<file path="src/rtl/regfile_test_ctrl.sv">
// -----------------------------------------------------------------------------
// regfile_test_ctrl
//   Button-driven sequencer for the register-file test design. Turns debounced
//   button levels into single-shot operations on the register file. The file
//   has one synchronous read port and one write port, and this block is its
//   only writer:
//     next  : step the selected register index (wraps)
//     write : load the selected register from the switches
//     inc   : read-modify-write the selected register (+1, wrapping)
//     clear : zero every register, lowest address first, then select reg 0
//   Also keeps a registered copy of the selected register for the display.
//
// Ports
//   clk        in   1    system clock, all state updates on posedge
//   rst        in   1    asynchronous, active-high reset
//   btn        in   4    debounced levels: [0] next, [1] write, [2] inc, [3] clear
//   sw         in   DW   switch value, used as write data
//   rf_raddr   out  AW   register file read address (= sel_addr)
//   rf_rdata   in   DW   register file read data, valid 1 clk after rf_raddr
//   rf_we      out  1    register file write enable (registered)
//   rf_waddr   out  AW   register file write address (registered)
//   rf_wdata   out  DW   register file write data (registered)
//   sel_addr   out  AW   currently selected register index
//   disp_data  out  DW   registered copy of rf_rdata for the display
//   busy       out  1    high while an operation is in progress
// -----------------------------------------------------------------------------
module regfile_test_ctrl #(
  parameter int ADDR_WIDTH = 3,
  parameter int DATA_WIDTH = 8
) (
  input  logic                  clk,
  input  logic                  rst,
  input  logic [3:0]            btn,
  input  logic [DATA_WIDTH-1:0] sw,
  output logic [ADDR_WIDTH-1:0] rf_raddr,
  input  logic [DATA_WIDTH-1:0] rf_rdata,
  output logic                  rf_we,
  output logic [ADDR_WIDTH-1:0] rf_waddr,
  output logic [DATA_WIDTH-1:0] rf_wdata,
  output logic [ADDR_WIDTH-1:0] sel_addr,
  output logic [DATA_WIDTH-1:0] disp_data,
  output logic                  busy
);

  // One extra bit on the clear counter: the MSB marks "all entries written".
  localparam int CW = ADDR_WIDTH + 1;

  typedef enum logic [2:0] {
    S_IDLE,
    S_WR,   // write pulse in flight
    S_RD,   // waiting for read data of the selected register
    S_WB,   // incremented value write pulse in flight
    S_CLR   // walking all addresses with zero writes
  } state_t;

  state_t state, state_nxt;

  logic [3:0]            btn_q;
  logic [3:0]            btn_rise;
  logic [CW-1:0]         clr_cnt, clr_cnt_nxt;
  logic                  clr_done;
  logic [ADDR_WIDTH-1:0] sel_nxt, waddr_nxt;
  logic [DATA_WIDTH-1:0] wdata_nxt, disp_nxt;
  logic                  we_nxt;

  assign btn_rise = btn & ~btn_q;
  assign clr_done = clr_cnt[ADDR_WIDTH];
  assign busy     = (state != S_IDLE);
  assign rf_raddr = sel_addr;

  // State register
  // NOTE: sequential state uses non-blocking assignments so every flop
  // samples the pre-edge values regardless of block ordering.
  always_ff @(posedge clk or posedge rst) begin
    if (rst) state <= S_IDLE;
    else     state <= state_nxt;
  end

  // Next-state logic; clear > write > inc among simultaneous rising edges.
  // Edges outside IDLE are simply ignored, nothing is queued.
  always_comb begin
    // NOTE: default first so every path assigns state_nxt and no latch forms.
    state_nxt = state;
    unique case (state)
      S_IDLE: begin
        if      (btn_rise[3]) state_nxt = S_CLR;
        else if (btn_rise[1]) state_nxt = S_WR;
        else if (btn_rise[2]) state_nxt = S_RD;
      end
      S_WR:  state_nxt = S_IDLE;
      S_RD:  state_nxt = S_WB;
      S_WB:  state_nxt = S_IDLE;
      S_CLR: if (clr_done) state_nxt = S_IDLE;
      default: state_nxt = S_IDLE;
    endcase
  end

  // Output logic: next values of the registered outputs.
  always_comb begin
    sel_nxt     = sel_addr;
    waddr_nxt   = rf_waddr;
    wdata_nxt   = rf_wdata;
    disp_nxt    = disp_data;
    clr_cnt_nxt = clr_cnt;
    we_nxt      = 1'b0;
    unique case (state)
      S_IDLE: begin
        disp_nxt = rf_rdata;
        if (btn_rise[3]) begin
          clr_cnt_nxt = '0;
        end else if (btn_rise[1]) begin
          waddr_nxt = sel_addr;
          wdata_nxt = sw;
          we_nxt    = 1'b1;
        end else if (btn_rise[2]) begin
          // Read data for sel_addr is already valid next cycle: raddr is stable.
        end else if (btn_rise[0]) begin
          sel_nxt = sel_addr + ADDR_WIDTH'(1);
        end
      end
      S_RD: begin
        wdata_nxt = rf_rdata + DATA_WIDTH'(1);
        waddr_nxt = sel_addr;
        we_nxt    = 1'b1;
      end
      S_CLR: begin
        if (clr_done) begin
          sel_nxt = '0;
        end else begin
          we_nxt      = 1'b1;
          waddr_nxt   = clr_cnt[ADDR_WIDTH-1:0];
          wdata_nxt   = '0;
          clr_cnt_nxt = clr_cnt + CW'(1);
        end
      end
      default: ;
    endcase
  end

  // Output registers. btn_q resets to all-ones so a button already held
  // when reset releases does not register as a press.
  always_ff @(posedge clk or posedge rst) begin
    if (rst) begin
      btn_q     <= 4'b1111;
      sel_addr  <= '0;
      rf_we     <= 1'b0;
      rf_waddr  <= '0;
      rf_wdata  <= '0;
      disp_data <= '0;
      clr_cnt   <= '0;
    end else begin
      btn_q     <= btn;
      sel_addr  <= sel_nxt;
      rf_we     <= we_nxt;
      rf_waddr  <= waddr_nxt;
      rf_wdata  <= wdata_nxt;
      disp_data <= disp_nxt;
      clr_cnt   <= clr_cnt_nxt;
    end
  end

endmodule

</file>
<file path="config.mk">
export PLATFORM = sky130hd
export DESIGN_NAME = regfile_test_ctrl
export DESIGN_NICKNAME = d
export VERILOG_FILES = /design/src/rtl/regfile_test_ctrl.sv
export SDC_FILE = /design/constraint.sdc
export NUM_CORES = 1
export LEC_CHECK = 0
export ABC_CLOCK_PERIOD_IN_PS = 1600
export BUFFER_PORTS_ARGS = -buffer_cell sky130_fd_sc_hd__buf_2
export CELL_PAD_IN_SITES_DETAIL_PLACEMENT = 1
export CELL_PAD_IN_SITES_GLOBAL_PLACEMENT = 2
export CORE_UTILIZATION = 29
export DETAILED_ROUTE_END_ITERATION = 6
export PLACE_DENSITY = 0.78
export SLEW_MARGIN = 20
export SYNTH_ARGS = -nofsm -noshare
export SYNTH_HDL_FRONTEND = slang
export SYNTH_SLANG_ARGS = --single-unit
</file>
<file path="constraint.sdc">
create_clock -name clk -period 1.6 [get_ports clk]
set_input_delay 0.16 -clock clk [delete_from_list [all_inputs] [get_ports clk]]
set_output_delay 0.16 -clock clk [all_outputs]
set_load 0.05 [all_outputs]
</file>
==> flow_summary.toml <==
[global_route]
met1_usage = 0.190
grt_pass1_vias = 1592
busiest_layer = "met2"
grt_pass1_wl_um = 7780
grt_max_degree = 17
antenna_found_initial = 0
met3_usage = 0.0446
grtUsageTotal = 0.165
overflow = 0
grt.met2_usage = 0.289

[run_status]
outcome = "finished, final reports clean"

[floorplan]
ios = 49
core_um2 = 5640
num_rows = 27
start_util = 0.309
dieHeight_um = 79.6
dieArea_um2 = 6330
die_x_um = 79.6

[layout]
regArea_um2 = 857
n_antenna_cell = 0
area_delta_synth_final_pct = 39.9
final_nets = 250
fillers = 640
drive_above_1_share = 0.500
fin_util = 0.432
final_common_cell = "buf_2"
final_cell_mix = "buf_2, dfrtp_1, buf_4"
multi_input_area_um2 = 890

[clock_network]
htree_levels = 2
insertion_delay_ns = 0.29
tritoncts = "done"
cts.path.max_buffers = 2
cts_buffers = 5
clk_pin_slew_ns = 0.07
clock_sinks = 34
root_buffer = "clkbuf_8"

[placed_design]
dpl.hpwl_um = 3430
gp_congestion = 0.783
port_buffers = 48

[setup_path]
crit_top_cell = "buf_6"
r2r_start = "btn_q[3]$_DFF_PP1_"
crit_buf_inv = 5
cp_data_arrival_time_ns = 1.44
cp_max_fo = 5
endpoint_kind = "primary output"
path_class = "reg -> out"
critPathMaxStageDelay_ns = 0.41
crit_slowest_cell = "dfrtp_1"
critPathRequiredTime_ns = 1.44
path_cells = "buf_6, buf_6, nor3_4, buf_6, inv_2, buf_6"
worstSetupStartpoint = "state[2]$_DFFE_PP0P_"
crit_path_start_kind = "flop"
critPathTopFamily = "buffers and inverters"

[detailed_routing]
drtIter0Drc = 33
wl_um = 4590
dr.pass1.iters = 4
drtAntennaViolNets = 0
routedWlPerCell_um = 15.4
route.detailed.drc = 0
vias_per_cell = 4.86
via_count = 1447

[timing]
hold_viol = 0
setup_viol = 0
finalMaxSlewViolations = 0
fin_crit_sh = 0.999
min_period_ns = 1.60
timing.hold.ws_ns = 0.134
slew_headroom = 0.595
fmaxAchievable_mhz = 626
clock-skew-final_ns = 0.00342
rsz0062_at_grt = "true"
worstMarginPinSlew_ns = 0.607

[yosys]
synthFlopType = "dfrtp_1"
synth_nets = 174
synthDistinctLibCells = 46
async_flop_share = 1.00
syn_area_um2 = 1740
synth-edff-count = 0
ys_seq_elements = 34
yosysSeqAreaShare = 0.491
ys_warn_count = 0
synth_area_per_cell_um2 = 11.7
syn-instance-count = 149

[worst_hold_path]
hold_class = "in -> reg"
min_from = "rf_rdata[7]"

[job]
drv_cap = 0
[metrics by stage]
step / setup slack [ns] / area (um2) / cells / TNS, ns
after CTS: -0.00476 / 2410 / 297 / -0.00543
after floorplan: -0.0521 / 1760 / 149 / -0.417
after global routing: -0.0584 / 2440 / 298 / -0.393
after global placement: -0.0172 / 2200 / 282 / -0.134
after detailed placement: -0.0666 / 2200 / 282 / -0.391
final: 0.00205 / 2440 / 298 / 0
[routing by layer]
metal,share of wire,up-vias
li1,-,695
met1,0.42,710
met2,0.52,35
met3,0.047,7
met4,0.015,0
met5,0,-
[logic make-up after synthesis]
logic type                 Yosys count  share of synthesized area
and+or+nand+nor                     46                      0.154
DFF                                 34                      0.491
AOI/OAI and AO/OA                   28                      0.123
muxes                               20                      0.145
buffers and inverters               13                     0.0402
xor gates and xnor gates             5                     0.0251
adders and majority gates            3                     0.0215
[synthesized netlist by cell type, types with 2 or more instances]
cell       n  area (um2)
ha_1       3        37.5
nor3_1     2        10.0
dfstp_2    4         105
a22o_1     4        35.0
xnor2_1    4        35.0
o21a_1     2        15.0
mux2i_1    2        20.0
o21ai_0    7        35.0
mux2_2    10         113
nand2b_1   5        31.3
nand2_1   12        45.0
nand3_1    5        25.0
inv_1      7        26.3
o311ai_0   2        17.5
mux2_4     8         120
dfrtp_1   30         751
nand4_1    2        12.5
nor2b_1    3        18.8
nor2_1     5        18.8
o211ai_1   2        15.0
buf_2      2        10.0
nand4b_1   2        17.5
buf_4      3        22.5
[sequential cells by signal, summed over array words and instances, names as in the netlist]
signal and count:
state 3, rf_we 1, rf_raddr 3, btn_q 4, clr_cnt 4, disp_data 8
rf_waddr 3, rf_wdata 8
[layout make-up]
class	instances	area share
clock buffer	7	0.0354
clock inverter	1	0.00205
inverter	7	0.0108
multi-input combinational	103	0.365
sequential	34	0.351
tap	72	0.0369
timing repair buffer	74	0.199
[what timing repair did]
item,in CTS,in global routing
gates resized for setup,10,11
gates cloned,1,0
pin swaps,2,3
endpoints found under the setup margin,10,22
hold buffers,5,0
hold endpoints to repair,12,0
buffers inserted,1,1
[worst paths after layout]
check	endpoint	slack [ns]	depth (start not counted)
max	busy	0.002	6
min	disp_data[7]$_DFFE_PP0N_	0.13	2
max reg2reg	rf_wdata[0]$_DFFE_PP0P_	0.01	4
min reg2reg	state[1]$_DFFE_PP0P_	0.49	1
max in group asynchronous	rf_raddr[0]$_DFFE_PP0P_	0.57	4
min in group asynchronous	rf_waddr[0]$_DFFE_PP0P_	0.50	3
Power is left out: the tool's default activity adds up to more than one toggle a clock period on the data nets, which glitch-free logic cannot reach.
